`config.mk`:
```
export PLATFORM = sky130hd
export DESIGN_NAME = pipe_addsub
export DESIGN_NICKNAME = d
export VERILOG_FILES = /design/src/rtl/alu_pkg.sv /design/src/rtl/addsub_slice.sv /design/src/rtl/pipe_addsub.sv
export SDC_FILE = /design/constraint.sdc
export NUM_CORES = 1
export LEC_CHECK = 0
export ABC_AREA = 1
export CAP_MARGIN = 20
export CORE_ASPECT_RATIO = 0.7
export CORE_UTILIZATION = 40
export CTS_CLUSTER_SIZE = 40
export DETAILED_ROUTE_END_ITERATION = 10
export SETUP_SLACK_MARGIN = 0.5
export SKIP_CTS_REPAIR_TIMING = 1
export SYNTH_ARGS = -nofsm -noshare
export SYNTH_HDL_FRONTEND = slang
export SYNTH_SLANG_ARGS = --single-unit
```
`constraint.sdc`:
```
create_clock -name clk -period 4.5 [get_ports clk]
set_input_delay 0.675 -clock clk [delete_from_list [all_inputs] [get_ports clk]]
set_output_delay 0.675 -clock clk [all_outputs]
set_load 0.03 [all_outputs]
```
`src/rtl/alu_pkg.sv`:
```
// alu_pkg: ALU mode constants and the default datapath width shared by the ALU blocks
package alu_pkg;
    localparam logic ALU_ADD = 1'b0;
    localparam logic ALU_SUB = 1'b1;
    localparam int ALU_WIDTH = 32;
endpackage

```
`src/rtl/addsub_slice.sv`:
```
// addsub_slice: combinational SLICE-bit ripple of full-adder cells
module addsub_slice #(
    parameter int SLICE = 8
) (
    output logic             Carry,
    output logic             CarryMsbIn,
    output logic [SLICE-1:0] Sum,
    input  logic [SLICE-1:0] A,
    input  logic [SLICE-1:0] B,
    input  logic             Cin
);
    logic [SLICE:0] c;
    assign c[0] = Cin;
    for (genvar i = 0; i < SLICE; i++) begin : g_fa
        assign Sum[i]   = A[i] ^ B[i] ^ c[i];
        assign c[i+1]   = (A[i] & B[i]) | (c[i] & (A[i] ^ B[i]));
    end
    assign Carry      = c[SLICE];
    assign CarryMsbIn = c[SLICE-1];
endmodule

```
`src/rtl/pipe_addsub.sv`:
```
// pipe_addsub: pipelined adder/subtractor resolving one SLICE per stage, with C/V/Z/N flags
// and a valid/ready handshake whose backpressure freezes the whole pipe.
module pipe_addsub
    import alu_pkg::*;
#(
    parameter int WIDTH  = ALU_WIDTH,
    parameter int STAGES = 4
) (
    input  logic             clk,
    input  logic             rst_n,
    input  logic             in_valid,
    output logic             in_ready,
    input  logic [WIDTH-1:0] A,
    input  logic [WIDTH-1:0] B,
    input  logic             Sub,
    output logic             out_valid,
    input  logic             out_ready,
    output logic [WIDTH-1:0] Sum,
    output logic             Carry,
    output logic             Overflow,
    output logic             Zero,
    output logic             Negative
);
    localparam int SLICE = WIDTH / STAGES;

    if (WIDTH % STAGES != 0) begin : g_bad_split
        $error("pipe_addsub: WIDTH must be a multiple of STAGES");
    end

    logic             adv;
    logic [WIDTH-1:0] a_d [STAGES];
    logic [WIDTH-1:0] b_d [STAGES];
    logic [WIDTH-1:0] s_d [STAGES];
    logic [WIDTH-1:0] s_n [STAGES];
    logic [WIDTH-1:0] a_q [STAGES];
    logic [WIDTH-1:0] b_q [STAGES];
    logic [WIDTH-1:0] s_q [STAGES];
    logic [SLICE-1:0] sl  [STAGES];
    logic             v_d [STAGES];
    logic             c_d [STAGES];
    logic             v_q [STAGES];
    logic             c_q [STAGES];
    logic             co  [STAGES];
    logic             cm  [STAGES];
    logic             ovf_q, zero_q, neg_q;

    assign adv      = !v_q[STAGES-1] || out_ready;
    assign in_ready = adv;

    // B is inverted once at entry; the subtract +1 rides in as stage 0's carry-in
    for (genvar k = 0; k < STAGES; k++) begin : g_stage
        if (k == 0) begin : g_in
            assign a_d[k] = A;
            assign b_d[k] = (Sub == ALU_SUB) ? ~B : B;
            assign c_d[k] = Sub;
            assign s_d[k] = '0;
            assign v_d[k] = in_valid;
        end else begin : g_fwd
            assign a_d[k] = a_q[k-1];
            assign b_d[k] = b_q[k-1];
            assign c_d[k] = c_q[k-1];
            assign s_d[k] = s_q[k-1];
            assign v_d[k] = v_q[k-1];
        end
        addsub_slice #(.SLICE(SLICE)) u_slice (
            .Carry      (co[k]),
            .CarryMsbIn (cm[k]),
            .Sum        (sl[k]),
            .A          (a_d[k][k*SLICE +: SLICE]),
            .B          (b_d[k][k*SLICE +: SLICE]),
            .Cin        (c_d[k])
        );
        assign s_n[k] = s_d[k] | (WIDTH'(sl[k]) << (k * SLICE));
    end

    always_ff @(posedge clk or negedge rst_n) begin
        if (!rst_n) begin
            for (int k = 0; k < STAGES; k++) begin
                v_q[k] <= 1'b0;
                c_q[k] <= 1'b0;
                a_q[k] <= '0;
                b_q[k] <= '0;
                s_q[k] <= '0;
            end
            ovf_q  <= 1'b0;
            zero_q <= 1'b0;
            neg_q  <= 1'b0;
        end else if (adv) begin
            for (int k = 0; k < STAGES; k++) begin
                v_q[k] <= v_d[k];
                c_q[k] <= co[k];
                a_q[k] <= a_d[k];
                b_q[k] <= b_d[k];
                s_q[k] <= s_n[k];
            end
            ovf_q  <= cm[STAGES-1] ^ co[STAGES-1];
            zero_q <= s_n[STAGES-1] == '0;
            neg_q  <= s_n[STAGES-1][WIDTH-1];
        end
    end

    assign out_valid = v_q[STAGES-1];
    assign Sum       = s_q[STAGES-1];
    assign Carry     = c_q[STAGES-1];
    assign Overflow  = ovf_q;
    assign Zero      = zero_q;
    assign Negative  = neg_q;
endmodule
```
==> run_results.csv, run 1 <==
group,metric,value,unit
sta,slew_viol_final,0,
drt,routed_wl,15950,microns
floorplan,num_io_pins,107,
final_layout,multiInputGateArea,2826,sq um
job,maxCapViolCount,0,
cts,numCtsBuffers,17,
yosys,async_reset_ff_share,100.0,%
drt,avgRoutedWirePerCell,13.32,microns
final_layout,fin_cells,1197,
sta,clock_skew,0.01149,ns
final_layout,diodes,0,
grt,track_usage,17.05,%
final_layout,nets,1014,
setup_path,path_max_fanout,2,
grt,grt_first_pass_wirelength,26820,microns
floorplan,fp-row-count,43,
power,power_density,717.8,nW/um^2
yosys,ys_seq_area_share,57.76,%
sta,setup_viol,0,
setup_path,cp.arrival,4.12,ns
sta,hold_violations,0,
drt,drc,0,
grt,grt_pass1_vias,5071,
sta,tns,0,ns
sta,rsz0062_at_grt,"no",
setup_path,rrSetupSlack,0.72,ns
sta,fin_crit_sh,84.35,%
yosys,ys_ff_latch,186,
cts,cts_tree,"done",
place,portBuffers,106,
place,place_inst,1165,
cts,cts_root_buf,"clkbuf_16",
yosys,synth_edf_count,0,
yosys,ys_warn_count,0,
floorplan,fp.dieH,120.7,microns
grt,grt_max_degree,218,
yosys,post_synth.cell_area_avg,9.720,sq um
sta,whs,0.3245,ns
drt,drt_iter0_drc,343,
floorplan,core,19750,sq um
drt,ant_nets,0,
yosys,synth_ff_type,"dfrtp_1",
final_layout,seq_area,4654,sq um
yosys,syn_area,8058,sq um
sta,min_period,3.796,ns
yosys,synth_cell_type_count,21,
final_layout,fillers,1866,
min_path,hp-class,"in2async",
power,ir_worst_vdd,0.3274,mV
setup_path,critPathRequiredTime,4.82,ns
drt,first_pass_iters,6,
setup_path,crit_path_end_kind,"register",
cts,cts.sinks,186,
floorplan,die_x,171.6,microns
floorplan,die_area,20720,sq um
sta,fmax,0.2635,GHz
power,p_leak,0.004628,uW
final_layout,area_growth,22.28,%
cts,clkTransAtPathRegs,0.08,ns
floorplan,start_util,40.81,%
place,hpwl,10440,microns
yosys,syn_inst,829,
run_status,status,"completed",
grt,antenna_found_initial,0,
setup_path,startpoint_type,"input pin",
cts,worstSkewPairLatency,0.44,ns
cts,htree_levels,4,
setup_path,crit_type,"in2reg",
cts,ctsLongestPathBuffers,2,
place,gp_congestion,0.7408,
drt,vias,5263,
power,p_total,7072,uW
sta,tightest_slew,0.8960,ns
drt,via_per_inst,4.397,
grt,globalRouteOverflowTotal,0,
yosys,synth_nets,929,
sta,maxSlewHeadroom,40.27,%
final_layout,drive_gt1_share,4.962,%
==> critical path: stages <==
cell	delay, ns
clkdlybuf4s50_1	0.44
mux2_2	0.25
fa_1	0.17
inv_1	0.06
fa_1	0.42
fa_2	0.38
fa_2	0.37
fa_2	0.37
fa_1	0.38
inv_1	0.08
fa_1	0.41
nand2_1	0.07
nand2_1	0.04
==> logic make-up (layout without fill, tap and decap cells) <==
| logic type | Yosys count | count (layout) | synth area share, % |
|---|---|---|---|
| flops | 186 | 186 | 57.76 |
| mux | 1 | 1 | 0.1397 |
| buf+inv | 118 | 216 | 7.345 |
| compound gates | 122 | 122 | 7.609 |
| xor+xnor | 33 | 33 | 3.587 |
| simple gates | 338 | 338 | 15.85 |
| fa+ha+maj | 31 | 31 | 7.702 |
==> per-layer routing <==
layer / wire length, microns / share of wire [%] / GRT usage, % / vias up
li1: - / - / - / 2722
met1: 9094 / 57 / 28.27 / 2450
met2: 6160 / 39 / 21.05 / 86
met3: 628 / 3.9 / 3.928 / 5
met4: 65 / 0.41 / 5.525 / 0
met5: 0 / 0 / 0 / -
==> layout make-up <==
| class | instances | area share [%] |
|---|---|---|
| clock buffers | 17 | 4.317 |
| inverters | 73 | 2.832 |
| flip-flops and latches | 186 | 47.24 |
| repair buffers | 111 | 11.39 |
| clock inverters | 15 | 2.108 |
| multi-input cells | 525 | 28.69 |
| well taps | 270 | 3.429 |
==> cell usage after synthesis, drive strengths merged (2+ instances only) <==
master | number | area share, %
nand2 | 324 | 15
dfrtp | 186 | 58
o21ai | 121 | 7.5
inv | 73 | 3.5
buf | 34 | 3.3
fa | 31 | 7.7
xnor2 | 30 | 3.3
clkbuf | 11 | 0.61
nor2 | 10 | 0.50
xor2 | 3 | 0.33
nand3 | 2 | 0.12
==> metrics by stage <==
| step | utilization, % | cell area (sq um) | worst slack, ns |
|---|---|---|---|
| after floorplan | - | 8071 | 0.5351 |
| after global placement | 46.68 | 9218 | 0.2442 |
| after detailed placement | 46.68 | 9218 | 0.2363 |
| after CTS | 49.89 | 9851 | 0.6929 |
| after global routing | 49.90 | 9853 | 0.5512 |
| final | 49.90 | 9853 | 0.7043 |
==> where the power goes <==
group | internal [uW] | leakage, uW | switching (uW)
clock network | 898 | 0.000303 | 697
registers | 2410 | 0.00226 | 382
logic | 1040 | 0.00207 | 1650
total | 4350 | 0.00463 | 2730
==> registers in the layout, indices dropped and copies added (netlist names) <==
name       flops
Overflow       1
Carry          1
Zero           1
a_d           48
c_d            3
out_valid      1
b_d           48
Sum           32
v_d            3
s_d           48
==> cells in the final DEF, fill, tap and decap left out, drive strengths merged <==
| cell type | count |
|---|---|
| clkinvlp | 2 |
| nand4 | 1 |
| bufinv | 3 |
| fa | 31 |
| buf | 6 |
| clkbuf | 18 |
| nand3 | 2 |
| nand2 | 324 |
| inv | 79 |
| mux2 | 1 |
| nor3 | 1 |
| dfrtp | 186 |
| o21ai | 121 |
| xor2 | 3 |
| o21a | 1 |
| clkdlybuf4s50 | 104 |
| clkinv | 4 |
| xnor2 | 30 |
| nor2 | 10 |
==> final timing paths <==
| check | start | endpoint | cells after the start |
|---|---|---|---|
| setup / recovery | B[0] | s_d[71] | 13 |
| hold / removal | rst_n | s_d[4] | 1 |
| setup reg to reg | a_d[72] | s_d[47] | 12 |
| hold reg to reg | v_d[0] | out_valid | 2 |
| max in group asynchronous | rst_n | v_d[2] | 2 |
| min in group clk | v_d[0] | out_valid | 2 |
Power figures use the tool's default switching activity.
==> inputs of run 2 (changes only) <==
clock period = 3.5 ns   (was 4.5 ns; I/O delays follow)
==> run 2 against run 1 <==
The run now ends with setup timing left; worst hold slack worse by 0.18 ns; non-clock buffer count is 11 higher; total power is 31% higher; utilization is 0.75 points higher; sequential share of layout area is 0.70 points lower; largest cell class unchanged; largest power group is now combinational logic.
==> run_results.csv, run 2 (synthesis results as in run 1) <==
group,metric,value,unit
run_status,status,"finished with violations",
run_status,violations,"setup timing",
final_layout,layout_commonest_cell,"nand2_1",
setup_path,cpMaxStageDelayCell,"fa_2",
place,portBuffers,106,
grt,grt_first_pass_wirelength,27120,microns
floorplan,fp-row-count,43,
place,hpwl,10730,microns
setup_path,path_buf_inv,5,
drt,via_per_inst,4.417,
floorplan,start_util,40.81,%
grt,grt_max_degree,218,
setup_path,startpoint_type,"register",
sta,rsz0062_at_grt,"yes",
floorplan,die_area,20720,sq um
cts,clkTransAtPathRegs,0.07,ns
sta,fmax,0.2774,GHz
drt,drt_iter0_drc,389,
cts,cts_root_buf,"clkbuf_16",
cts,ctsLongestPathBuffers,2,
final_layout,drive_gt1_share,10.55,%
final_layout,fin_util,50.65,%
place,place_area,9305,sq um
power,power_density,922.9,nW/um^2
drt,avgRoutedWirePerCell,13.55,microns
final_layout,nets,1025,
setup_path,cp.arrival,3.93,ns
final_layout,final_cell_mix,"nand2_1, dfrtp_1, clkdlybuf4s50_1",
setup_path,critPathRequiredTime,3.83,ns
power,ir_worst_vdd,0.4464,mV
sta,min_period,3.605,ns
sta,fin_ws,-0.1055,ns
final_layout,fillers,1885,
cts,cts_tree,"done",
final_layout,diodes,0,
cts,worstSkewPairLatency,0.43,ns
setup_path,crit_type,"reg2reg",
cts,numCtsBuffers,17,
setup_path,max_stage_delay,0.45,ns
drt,vias,5336,
drt,first_pass_iters,4,
floorplan,fp.dieH,120.7,microns
sta,hold_violations,0,
grt,antenna_found_initial,0,
sta,fin_crit_sh,103.0,%
drt,drc,0,
setup_path,path_max_fanout,2,
setup_path,path_delay_family,"adder cells",
final_layout,fin_area,10000,sq um
place,gp_congestion,0.7195,
sta,clock_skew,0.01205,ns
grt,globalRouteOverflowTotal,0,
grt,track_usage,17.33,%
drt,routed_wl,16370,microns
sta,slew_viol_final,0,
setup_path,crit_path_end_kind,"register",
min_path,hp-class,"in2async",
power,p_leak,0.004665,uW
cts,cts.sinks,186,
setup_path,worst_path_most_repeated_cell,"fa_2",
sta,setup_viol,3,
final_layout,area_growth,24.11,%
sta,tightest_slew,0.9141,ns
floorplan,num_io_pins,107,
setup_path,crit_chain,"fa_2 -> inv_2 -> fa_2 -> inv_2 -> fa_2 -> inv_2 -> fa_2 -> fa_2 -> inv_2 -> fa_2 -> fa_2 -> inv_2 -> fa_2 -> nand2_1 -> nor2_1 -> nand2_1 -> nor2_1 -> nand3_1 -> nand2_1",
sta,maxSlewHeadroom,39.06,%
floorplan,die_x,171.6,microns
job,maxCapViolCount,0,
grt,grt_pass1_vias,5072,
cts,htree_levels,4,
floorplan,core,19750,sq um
drt,ant_nets,0,
run 2: changes by cell type in the layout (fill, tap and decap cells not counted), sizes merged:
cell / change
buf: +12
clkdlybuf4s50: -5
clkbuf: +2
dlymetal6s2s: +2
bufinv: -1
clkinvlp: +1
run 2: path summary, 6_finish.rpt:
check / cells after the start / slack [ns] / endpoint / startpoint
max in group asynchronous: 2 / 2.49 / a_d[83] / rst_n
hold reg to reg: 2 / 0.46 / out_valid / v_d[0]
setup / recovery: 19 / -0.11 / Zero / a_d[24]
min in group clk: 2 / 0.46 / out_valid / v_d[0]
hold / removal: 1 / 0.14 / b_d[75] / rst_n
setup reg to reg: 19 / -0.11 / Zero / a_d[24]
run 2: report_power, final:
part | total, uW | internal (uW) | switching, uW | leakage, uW
registers | 3600 | 3100 | 507 | 0.00226
logic | 3650 | 1510 | 2140 | 0.00212
clock network | 1980 | 1080 | 895 | 0.000289
total | 9230 | 5680 | 3550 | 0.00466
run 2: cell type report:
cell class,instances,area (sq um),share of cell area (%)
clock buffer,17,425.4,4.254
clock inverter,15,185.2,1.852
inverter,73,279.0,2.790
multi-input combinational,525,2904,29.04
sequential,186,4654,46.54
tap,270,337.8,3.378
timing repair buffer,122,1215,12.15
run 2: worst register-to-register path, cell delays in order, from the launching register on:
cell	delay, ns
dfrtp_1	0.41
fa_2	0.41
inv_2	0.07
fa_2	0.23
inv_2	0.05
fa_2	0.33
inv_2	0.06
fa_2	0.19
fa_2	0.19
inv_2	0.04
fa_2	0.33
fa_2	0.37
inv_2	0.07
fa_2	0.45
nand2_1	0.09
nor2_1	0.04
nand2_1	0.05
nor2_1	0.04
nand3_1	0.07
nand2_1	0.05
run 2: through the flow:
stage                     total power (uW)  worst slack [ns]  hold slack [ns]  instances  TNS [ns]
after floorplan                       5938           -0.1925           0.2294        829   -0.1925
after global placement                7083           -0.4934           0.4378       1170   -0.9332
after detailed placement              7157           -0.5278           0.4429       1170    -1.084
after CTS                             9181           -0.1492           0.1740       1202   -0.2540
after global routing                  9986           -0.2312           0.2035       1208   -0.6202
final                                 9230           -0.1055           0.1403       1208   -0.2108
run 2: metal layers:
metal	GRT usage (%)	vias to the layer above	wire (microns)	share of wire, %
li1	-	2740	-	-
met1	28.20	2494	8826	54
met5	0	-	0	0
met4	4.688	0	62	0.38
met3	4.615	4	782	4.8
met2	21.99	98	6699	41
